===== src/rtl/alu_req_scheduler.sv =====
// Round-robin scheduler that shares one ALU among NUM_REQ requesters.
// Accepts one op per handshake, waits the ALU latency, returns the tagged result.
module alu_req_scheduler #(
    parameter int NUM_REQ      = 4,
    parameter int DATA_WIDTH   = 8,
    parameter int CMD_WIDTH    = 4,
    parameter int RESULT_WIDTH = 16,
    parameter int ALU_LAT      = 1,
    parameter int MUL_LAT      = 2,
    parameter int MUL_CMD0     = 9,
    parameter int MUL_CMD1     = 10,
    localparam int IDW         = (NUM_REQ > 1) ? $clog2(NUM_REQ) : 1
) (
    input  logic                            clk,
    input  logic                            rst,
    input  logic [NUM_REQ-1:0]              req_valid,
    output logic [NUM_REQ-1:0]              req_ready,
    input  logic [NUM_REQ-1:0]              req_mode,
    input  logic [NUM_REQ-1:0]              req_cin,
    input  logic [NUM_REQ*CMD_WIDTH-1:0]    req_cmd,
    input  logic [NUM_REQ*DATA_WIDTH-1:0]   req_opa,
    input  logic [NUM_REQ*DATA_WIDTH-1:0]   req_opb,
    output logic                            alu_ce,
    output logic                            alu_mode,
    output logic                            alu_cin,
    output logic [CMD_WIDTH-1:0]            alu_cmd,
    output logic [DATA_WIDTH-1:0]           alu_opa,
    output logic [DATA_WIDTH-1:0]           alu_opb,
    output logic [1:0]                      alu_inp_valid,
    input  logic [RESULT_WIDTH-1:0]         alu_res,
    input  logic [5:0]                      alu_flags,
    output logic                            rsp_valid,
    input  logic                            rsp_ready,
    output logic [IDW-1:0]                  rsp_id,
    output logic [RESULT_WIDTH-1:0]         rsp_res,
    output logic [5:0]                      rsp_flags,
    output logic                            busy
);

    localparam int LMAX = (ALU_LAT > MUL_LAT) ? ALU_LAT : MUL_LAT;
    localparam int CNW  = $clog2(LMAX + 1);

    typedef enum logic [1:0] {IDLE, EXEC, RESP} state_t;

    state_t          state_q;
    logic [IDW-1:0]  rr_q;
    logic [IDW-1:0]  id_q;
    logic [CNW-1:0]  cnt_q;

    logic                  found;
    logic [IDW-1:0]        grant;
    logic [IDW:0]          idx;
    logic                  g_mode;
    logic                  g_cin;
    logic [CMD_WIDTH-1:0]  g_cmd;
    logic [DATA_WIDTH-1:0] g_opa;
    logic [DATA_WIDTH-1:0] g_opb;
    logic                  g_mul;

    // First valid requester at or after rr_q, wrapping.
    always_comb begin
        found = 1'b0;
        grant = rr_q;
        idx   = '0;
        for (int k = 0; k < NUM_REQ; k++) begin
            idx = {1'b0, rr_q} + (IDW+1)'(k);
            if (idx >= (IDW+1)'(NUM_REQ))
                idx = idx - (IDW+1)'(NUM_REQ);
            if (!found && req_valid[idx[IDW-1:0]]) begin
                found = 1'b1;
                grant = idx[IDW-1:0];
            end
        end
    end

    always_comb begin
        g_mode = 1'b0;
        g_cin  = 1'b0;
        g_cmd  = '0;
        g_opa  = '0;
        g_opb  = '0;
        for (int i = 0; i < NUM_REQ; i++) begin
            if (grant == IDW'(i)) begin
                g_mode = req_mode[i];
                g_cin  = req_cin[i];
                g_cmd  = req_cmd[i*CMD_WIDTH +: CMD_WIDTH];
                g_opa  = req_opa[i*DATA_WIDTH +: DATA_WIDTH];
                g_opb  = req_opb[i*DATA_WIDTH +: DATA_WIDTH];
            end
        end
    end

    assign g_mul = g_mode && (g_cmd == CMD_WIDTH'(MUL_CMD0) ||
                              g_cmd == CMD_WIDTH'(MUL_CMD1));

    always_comb begin
        req_ready = '0;
        if (state_q == IDLE && found)
            req_ready[grant] = 1'b1;
    end

    assign busy = (state_q != IDLE);

    always_ff @(posedge clk or posedge rst) begin
        if (rst) begin
            state_q       <= IDLE;
            rr_q          <= '0;
            id_q          <= '0;
            cnt_q         <= '0;
            alu_ce        <= 1'b0;
            alu_mode      <= 1'b0;
            alu_cin       <= 1'b0;
            alu_cmd       <= '0;
            alu_opa       <= '0;
            alu_opb       <= '0;
            alu_inp_valid <= 2'b00;
            rsp_valid     <= 1'b0;
            rsp_id        <= '0;
            rsp_res       <= '0;
            rsp_flags     <= '0;
        end else begin
            unique case (state_q)
                IDLE: begin
                    if (found) begin
                        alu_ce        <= 1'b1;
                        alu_inp_valid <= 2'b11;
                        alu_mode      <= g_mode;
                        alu_cin       <= g_cin;
                        alu_cmd       <= g_cmd;
                        alu_opa       <= g_opa;
                        alu_opb       <= g_opb;
                        id_q          <= grant;
                        rr_q          <= (grant == IDW'(NUM_REQ - 1)) ? '0 : grant + 1'b1;
                        cnt_q         <= g_mul ? CNW'(MUL_LAT) : CNW'(ALU_LAT);
                        state_q       <= EXEC;
                    end
                end
                EXEC: begin
                    cnt_q <= cnt_q - 1'b1;
                    if (cnt_q == CNW'(1)) begin
                        alu_ce        <= 1'b0;
                        alu_inp_valid <= 2'b00;
                        rsp_res       <= alu_res;
                        rsp_flags     <= alu_flags;
                        rsp_id        <= id_q;
                        rsp_valid     <= 1'b1;
                        state_q       <= RESP;
                    end
                end
                RESP: begin
                    if (rsp_ready) begin
                        rsp_valid <= 1'b0;
                        state_q   <= IDLE;
                    end
                end
                default: state_q <= IDLE;
            endcase
        end
    end

endmodule


===== config.mk =====
export PLATFORM = sky130hd
export DESIGN_NAME = alu_req_scheduler
export DESIGN_NICKNAME = d
export VERILOG_FILES = /design/src/rtl/alu_req_scheduler.sv
export SDC_FILE = /design/constraint.sdc
export NUM_CORES = 1
export LEC_CHECK = 0
export ABC_AREA = 1
export CAP_MARGIN = 10
export CORE_MARGIN = 2
export CORE_UTILIZATION = 43
export CTS_CLUSTER_SIZE = 8
export DETAILED_ROUTE_END_ITERATION = 10
export GPL_ROUTABILITY_DRIVEN = 0
export GPL_TIMING_DRIVEN = 1
export HOLD_SLACK_MARGIN = 0.03
export MAX_ROUTING_LAYER = met4
export PLACE_DENSITY = 0.83
export SYNTH_ARGS = -nofsm -noshare
export SYNTH_HDL_FRONTEND = slang
export SYNTH_SLANG_ARGS = --single-unit

===== constraint.sdc =====
create_clock -name clk -period 7.6 [get_ports clk]
set_input_delay 1.52 -clock clk [delete_from_list [all_inputs] [get_ports clk]]
set_output_delay 1.52 -clock clk [all_outputs]
set_load 0.05 [all_outputs]

# Word level (Yosys, flattened, before mapping)
# Index checks and enable logic that the tools add are counted.
[word_totals]
word_cells = 126
inputBits = 117
out_inout_bits = 55
latch_bits = 0
rom_bits = 0
reg_bits = 58
ramBits = 0
memories = 0
[op_classes]
magnitude_cmp = 10
n_reduce_logical = 21
n_shift = 0
bitwise_logic = 0
div_mod_pow = 0
n_addsub = 9
eq_ne = 11
n_mux = 60
n_mul = 0
[ops]
columns = ["operator", "count"]
rows = [
  ["$mux W8", 8],
  ["$mux W2", 16],
  ["$mux W1", 21],
  ["$mux W4", 5],
  ["$lt A2 B3 Y1 const B", 5],
  ["$sub A2 B1 Y2 const B", 5],
  ["$ge A3 B3 Y1 const B", 3],
  ["$reduce_and A3 Y1", 3],
  ["$bmux W1 S2", 4],
  ["$eq A4 B4 Y1 const B", 2],
  ["$pmux W2 S2", 2],
  ["$add A2 B2 Y3 const B", 2],
  ["$eq A2 B1 Y1 const B", 3],
  ["$eq A2 B2 Y1 const B", 3],
  ["$logic_and A1 B1 Y1", 6],
  ["$ne A2 B2 Y1 const B", 3],
  ["$pmux W2 S3", 1],
  ["$reduce_and A2 Y1", 3],
  ["$reduce_bool A2 Y1", 3],
  ["$logic_not A2 Y1", 2],
  ["$pmux W1 S2", 2],
  ["$add A2 B1 Y3 const B", 1],
  ["$ge A2 B3 Y1 const B", 1],
  ["$logic_not A1 Y1", 3],
  ["other kinds (4)", 4],
]

# Logic depth before layout (Yosys ltp)
# Gate-level depths: netlist of the first run.
[depth]
depth_word = 25
mapped_depth = 25
depth_no_buf = 25

# Least setup slack after synthesis of the first run
# OpenSTA, ideal clock, no wires.
[synth_path]
kind = "input-to-output"
startpoint = "input req_valid[3]"
endpoint = "output req_ready[2]"
path_buffers = 1
stages = 13
t_arrival_ps = 3419
path_slack_ps = 2661
required_ps = 6080
path_cell_list = "nand2_1 -> nand3_1 -> nand2_1 -> inv_2 -> nor2_4 -> nand3_1 -> nand3_1 -> nand2_1 -> inv_1 -> ha_1 -> inv_1 -> clkbuf_1 -> nor2_1"
[synth_via]
elab_chain_len = 17
[synth_rtl]
columns = ["item", "line", "source"]
rows = [
  ["start, declared", "16", "input logic [NUM_REQ-1:0] req_valid,"],
  ["$bmux W1 S2", "69", "if (!found && req_valid[idx[IDW-1:0]]) begin"],
  ["$mux W1 (implied by the code)", "69", ""],
  ["$mux W1", "69", ""],
  ["$logic_not A1 Y1", "69", ""],
  ["$logic_and A1 B1 Y1", "69", ""],
  ["$mux W1", "69", ""],
  ["$logic_not A1 Y1", "69", ""],
  ["$logic_and A1 B1 Y1", "69", ""],
  ["[... 2 more ...]", "--", ""],
  ["$logic_and A1 B1 Y1", "69", ""],
  ["$mux W2 (*)", "69", ""],
  ["via grant[1]", "51", "logic [IDW-1:0] grant;"],
  ["$lt A2 B3 Y1 (implied by the code) / $ge A2 B1 Y1 (equally long branches)", "99", "req_ready[grant] = 1'b1;"],
  ["$logic_and A1 B1 Y1 (implied by the code)", "99", ""],
  ["$mux W1 (implied by the code)", "99", ""],
  ["$demux W1 S2 (*)", "99", ""],
  ["$mux W4 (*)", "98", "if (state_q == IDLE && found)"],
  ["end, declared", "17", "output logic [NUM_REQ-1:0] req_ready,"],
]
# The timed path passes the listed nets; every way through them passes the cells marked *. The select of a mux whose other input is x is not followed.

# Final worst setup path of the first run
[layout_path]
startpoint = "input req_valid[1]"
endpoint = "output req_ready[1]"
# Same word-level chain as after synthesis.

==> results of run 1 <==
==> synthesized netlist by cell type, drive strengths merged <==
cell,number
nor2,17
a21oi,23
o21ai,43
o211ai,1
ha,5
nand3,16
clkbuf,9
inv,28
dfrtp,56
buf,15
clkinv,1
nand2,274
==> metal layers <==
metal | vias up | wire, microns | GRT usage
met4 | 0 | 148 | 0.0568
met5 | - | 0 | -
met1 | 1552 | 4230 | 0.292
li1 | 1821 | - | -
met3 | 17 | 711 | 0.0432
met2 | 172 | 4580 | 0.402
==> cells by family (layout without fill, tap and decap cells) <==
logic type / after synthesis / after routing
AOI/OAI and AO/OA: 67 / 67
and+or+nand+nor: 307 / 307
adders and majority gates: 5 / 5
buffers and inverters: 53 / 211
DFF: 56 / 56
==> flip-flops by register name, summed over array words and instances, names as in the netlist, 2 cells and up <==
register,flops
cnt_q,2
state_q,2
alu_cmd,4
rr_q,2
alu_opb,8
id_q,2
rsp_id,2
alu_opa,8
rsp_res,16
rsp_flags,6
==> worst min-delay path by stage <==
stage | start | end | slack (ns) | depth (start not counted)
2_1_floorplan | id_q[0] | rsp_id[0] | 0.45 | 2
3_3_place_gp | rsp_flags[4] | rsp_flags[4] | 0.45 | 2
3_5_place_dp | rsp_id[0] | rsp_id[0] | 0.46 | 2
4_1_cts | rsp_id[0] | rsp_id[0] | 0.48 | 2
5_1_grt | rsp_res[2] | rsp_res[2] | 0.51 | 2
6_report | rsp_id[0] | rsp_id[0] | 0.47 | 2
==> through the flow <==
stage,cells,hold slack [ns],utilization
3_3_place_gp,737,0.452,0.682
3_5_place_dp,737,0.457,0.682
5_1_grt,745,0.509,0.701
2_1_floorplan,488,0.449,-
4_1_cts,745,0.481,0.701
6_report,745,0.474,0.701
==> cell type report <==
cell class | instances | area [sq um]
sequential | 56 | 1400
timing repair buffer | 174 | 1730
inverter | 29 | 109
fill | 614 | 2180
clock buffer | 5 | 68.8
multi-input combinational | 379 | 1610
tap | 99 | 124
clock inverter | 3 | 68.8
==> critical path, delay by kind of cell <==
| kind | cells | cell delay [ns] |
|---|---|---|
| simple gates | 8 | 1.00 |
| buf+inv | 5 | 1.64 |
| fa+ha+maj | 1 | 0.70 |
==> out/results.tsv, run 1 <==
metric	value	unit
status	complete, no violations	
WL final	9670	microns
Mean Syn Cell Area	6.69	sq um
Synth area leader	dfrtp_1	
synthesized cell area	3260	sq um
max-cap viol count	0	
Syn Inst Count	488	
register bit total from synthesis	56	
Layout area overhead	56.6	%
Buffers on Ports	171	
TritonCTS clock tree	done	
Num CTS Buffers	5	
vias in the first global route	3370	
terminus of the critical flop-to-flop path	cnt_q[0]	
PostCTS Resize Cnt	0	
die height	91.1	microns
f_max	0.156	GHz
CP Cell Sequence	clkdlybuf4s50_1 -> nand2_1 -> nand3_1 -> nand2_1 -> inv_2 -> nor2_4 -> nand3_1 -> nand2_1 -> nand2_1 -> inv_1 -> ha_1 -> inv_1 -> nor2_1 -> clkdlybuf4s50_1	
Startpoint Class	input pin	
core footprint	7290	sq um
number of nets in the layout	767	
Cell variety after synth	22	
Tcrit/Tclk final	0.841	
Setup crit end kind	output pin	
n_diodes	0	
Worst Path Max Fanout	24	
GRT overflow	0	
syn nets	610	
CP Class	in -> out	
CTS Buffer Depth	2	
Yosys Warn Count	0	
crit path launch	req_valid[1]	
H-tree Lvls	2	
slowest stage delay, CP	0.83	ns
largest family of logic cells by synthesized area	simple AND/OR/NAND/NOR gates	
r2r startpoint	rr_q[0]	
WL/cell	13.0	microns
Cell Area, Placed	4980	sq um
Vias/cell	4.78	
most frequent cells in the layout	nand2_1 (269), clkdlybuf4s50_1 (171), dfrtp_1 (56)	
antenna violations before repair	0	
setup TNS	0	ns
required time of the worst setup path	6.08	ns
Post-Synth XOR/XNOR Area	0	
largest net degree at the start of global routing	57	
post-synthesis adder-cell area fraction	0.0192	
setup slack after layout	1.21	ns
Chip Width	91.1	microns
slew margin rel.	0.374	
first-pass GRT wire length	15500	microns
Worst Reg-to-Reg Cells	22	
row count	31	
detailed-router iteration count before antenna repair	6	
Worst path slowest cell	clkdlybuf4s50_1	
Seq/Total Area, Yosys	0.429	
Worst Hold Class	reg -> reg	
min cycle time layout	6.39	ns
skew final	0.00901	ns
GRT Util Overall	0.236	
CP Capture Point	req_ready[1]	
post-route cell area	5110	sq um
Synth Area in Compound Gates	0.103	
clock slew at reported path FFs	0.09	ns
Die Area	8300	sq um
WP data arrival	4.87	ns
post-place setup slack	1.28	ns
# hold bufs at CTS	0	
CTS root buf	clkbuf_8	
Routed Antenna Nets	0	
top-area cell type share of the netlist area	0.429	
setup bufs post-CTS	0	
Initial Util	0.448	
RSZ-0062 raised after global routing	false	
DRC errors left	0	
Area contributors post-synth	dfrtp_1 (43%), nand2_1 (31%), o21ai_0 (6.4%)	
Worst-Margin Slew	0.938	ns
initial drt markers	187	
DP HPWL	7490	microns
io pins	172	
R2R Setup Slk	3.72	ns
clock sinks	56	
Final Setup Violations	0	
Final Hold Vio Count	0	
via count	3562	
simple-gate share of the synthesized area	0.370	
multiplexer area fraction after synthesis	0	
Slew Viols, Final	0	
share of cells above drive strength 1	0.0402	
commonest non-fill, non-tap cell in the layout	nand2_1	
most used cell, CP	nand2_1	
worst skew pair latency	0.31	ns
Power of run 1 is not shown: default switching activity piles up to over one toggle a cycle in this logic, so the estimate is an artifact.
==> inputs of run 2 (changes only) <==
CORE_UTILIZATION = 36   (was 43)
PLACE_DENSITY = 0.73   (was 0.83)
clock period = 5.5 ns   (was 7.6 ns; I/O delays follow)
==> out/results.tsv, run 2 (synthesis results as in run 1) <==
metric	value	unit	change
status	complete, no violations		
max-cap viol count	0		unchanged
RSZ-0062 raised after global routing	false		
n_diodes	0		unchanged
r2r startpoint	rr_q[0]		
setup slack after layout	0.669	ns	-0.537 ns
WL/cell	12.5	microns	-4.0%
GRT overflow	0		unchanged
WL final	9440	microns	-2.3%
WP data arrival	3.73	ns	-1.14 ns
Num CTS Buffers	5		unchanged
Worst-Margin Slew	0.717	ns	-0.221 ns
# hold bufs at CTS	0		unchanged
Slew Viols, Final	0		unchanged
setup bufs post-CTS	0		unchanged
GRT Util Overall	0.196		-0.0404
utilization after layout	0.585		-0.116
Largest register FFs	16		unchanged
io pins	172		unchanged
required time of the worst setup path	4.40	ns	-1.68 ns
R2R Setup Slk	1.90	ns	-1.82 ns
CP Class	in -> out		
most frequent cells in the layout	nand2_1 (269), clkdlybuf4s50_1 (168), dfrtp_1 (56)		
Layout area overhead	57.0	%	
via count	3504		-1.6%
setup TNS	0	ns	unchanged
Initial Util	0.373		-0.0752
core footprint	8760	sq um	+20%
Routed Antenna Nets	0		unchanged
Die Area	9850	sq um	+19%
Final Hold Vio Count	0		unchanged
post-place setup slack	0.717	ns	-0.559 ns
antenna violations before repair	0		unchanged
Chip Width	99.2	microns	+8.9%
Top Usage Layer GRT	met2		
Worst Path Max Fanout	4		-83%
f_max	0.207	GHz	
first-pass GRT wire length	15400	microns	-0.62%
vias in the first global route	3392		+0.65%
clock slew at reported path FFs	0.10	ns	about the same
Final Setup Violations	0		unchanged
Setup crit end kind	output pin		
CTS Buffer Depth	2		unchanged
number of nets in the layout	771		+0.52%
Buffers on Ports	171		unchanged
Worst Hold Class	reg -> reg		
met3 usage in global routing	0.0344		-0.00872
detailed-router iteration count before antenna repair	4		-2
share of cells above drive strength 1	0.0508		+0.0105
worst skew pair latency	0.31	ns	about the same
clock sinks	56		unchanged
largest register by flop count	rsp_res		
CP Capture Point	req_ready[0]		
largest net degree at the start of global routing	57		unchanged
CTS root buf	clkbuf_8		
Startpoint Class	input pin		
DP HPWL	7320	microns	-2.3%
H-tree Lvls	2		unchanged
min cycle time layout	4.83	ns	
initial drt markers	174		-7.0%
Worst Reg-to-Reg Cells	24		+9.1%
slew margin rel.	0.519		+0.145
TritonCTS clock tree	done		
Vias/cell	4.62		-3.3%
met1 GRT Util	0.250		-0.0424
skew final	0.0141	ns	+0.00506 ns
terminus of the critical flop-to-flop path	cnt_q[1]		
met2 Resource Use GR	0.328		-0.0745
commonest non-fill, non-tap cell in the layout	nand2_1		
die height	99.2	microns	+8.9%
Tcrit/Tclk final	0.878		
crit path launch	req_valid[0]		
PostCTS Resize Cnt	0		unchanged
DRC errors left	0		unchanged
row count	34		+9.7%
Largest regs	rsp_res (16), alu_opa (8), alu_opb (8)		
==> run 2: cell count changes in the layout (fill, tap and decap cells not counted), sizes merged <==
| cell | previous run | this run |
|---|---|---|
| buf | 3 | 10 |
| bufinv | 2 | 0 |
| clkdlybuf4s50 | 171 | 168 |
| clkinv | 1 | 3 |
==> run 2: final cells by class <==
class / count / area [sq um]
clock inverters: 3 / 22.5
multi-input cells: 379 / 1610
well taps: 108 / 135
fillers: 824 / 3640
flip-flops and latches: 56 / 1400
clock buffers: 5 / 68.8
inverters: 29 / 109
repair buffers: 178 / 1780
==> run 2: critical path, stage by stage <==
cell,delay [ns]
clkdlybuf4s50_1,0.52
inv_1,0.05
nand2_1,0.05
nand2_1,0.08
o21ai_1,0.19
nand3_1,0.17
inv_1,0.08
nand2_1,0.06
nand2_1,0.15
ha_1,0.24
inv_1,0.08
nor2_1,0.11
clkdlybuf4s50_1,0.82
==> run 2: per-layer routing <==
metal / up-vias / wire [microns]
li1: 1829 / -
met1: 1503 / 4210
met2: 164 / 4370
met3: 8 / 770
met4: 0 / 87
met5: - / 0
==> run 2: worst min path at each step <==
stage               slack, ns  depth (start not counted)         from          end
global route             0.51                          2   alu_opa[4]   alu_opa[4]
detailed placement       0.46                          2   rsp_res[9]   rsp_res[9]
finish                   0.48                          2  rsp_res[15]  rsp_res[15]
global placement         0.45                          2  rsp_res[12]  rsp_res[12]
floorplan                0.45                          2      id_q[0]    rsp_id[0]
CTS                      0.48                          2   rsp_res[9]   rsp_res[9]
==> run 2: metrics by stage <==
| stage | area (sq um) | hold WS [ns] | cells |
|---|---|---|---|
| after detailed placement | 5030 | 0.459 | 750 |
| after global routing | 5130 | 0.510 | 758 |
| after global placement | 5030 | 0.453 | 750 |
| final | 5130 | 0.477 | 758 |
| after floorplan | 3260 | 0.449 | 488 |
| after CTS | 5130 | 0.483 | 758 |
Power of run 2 is left out for the same reason.
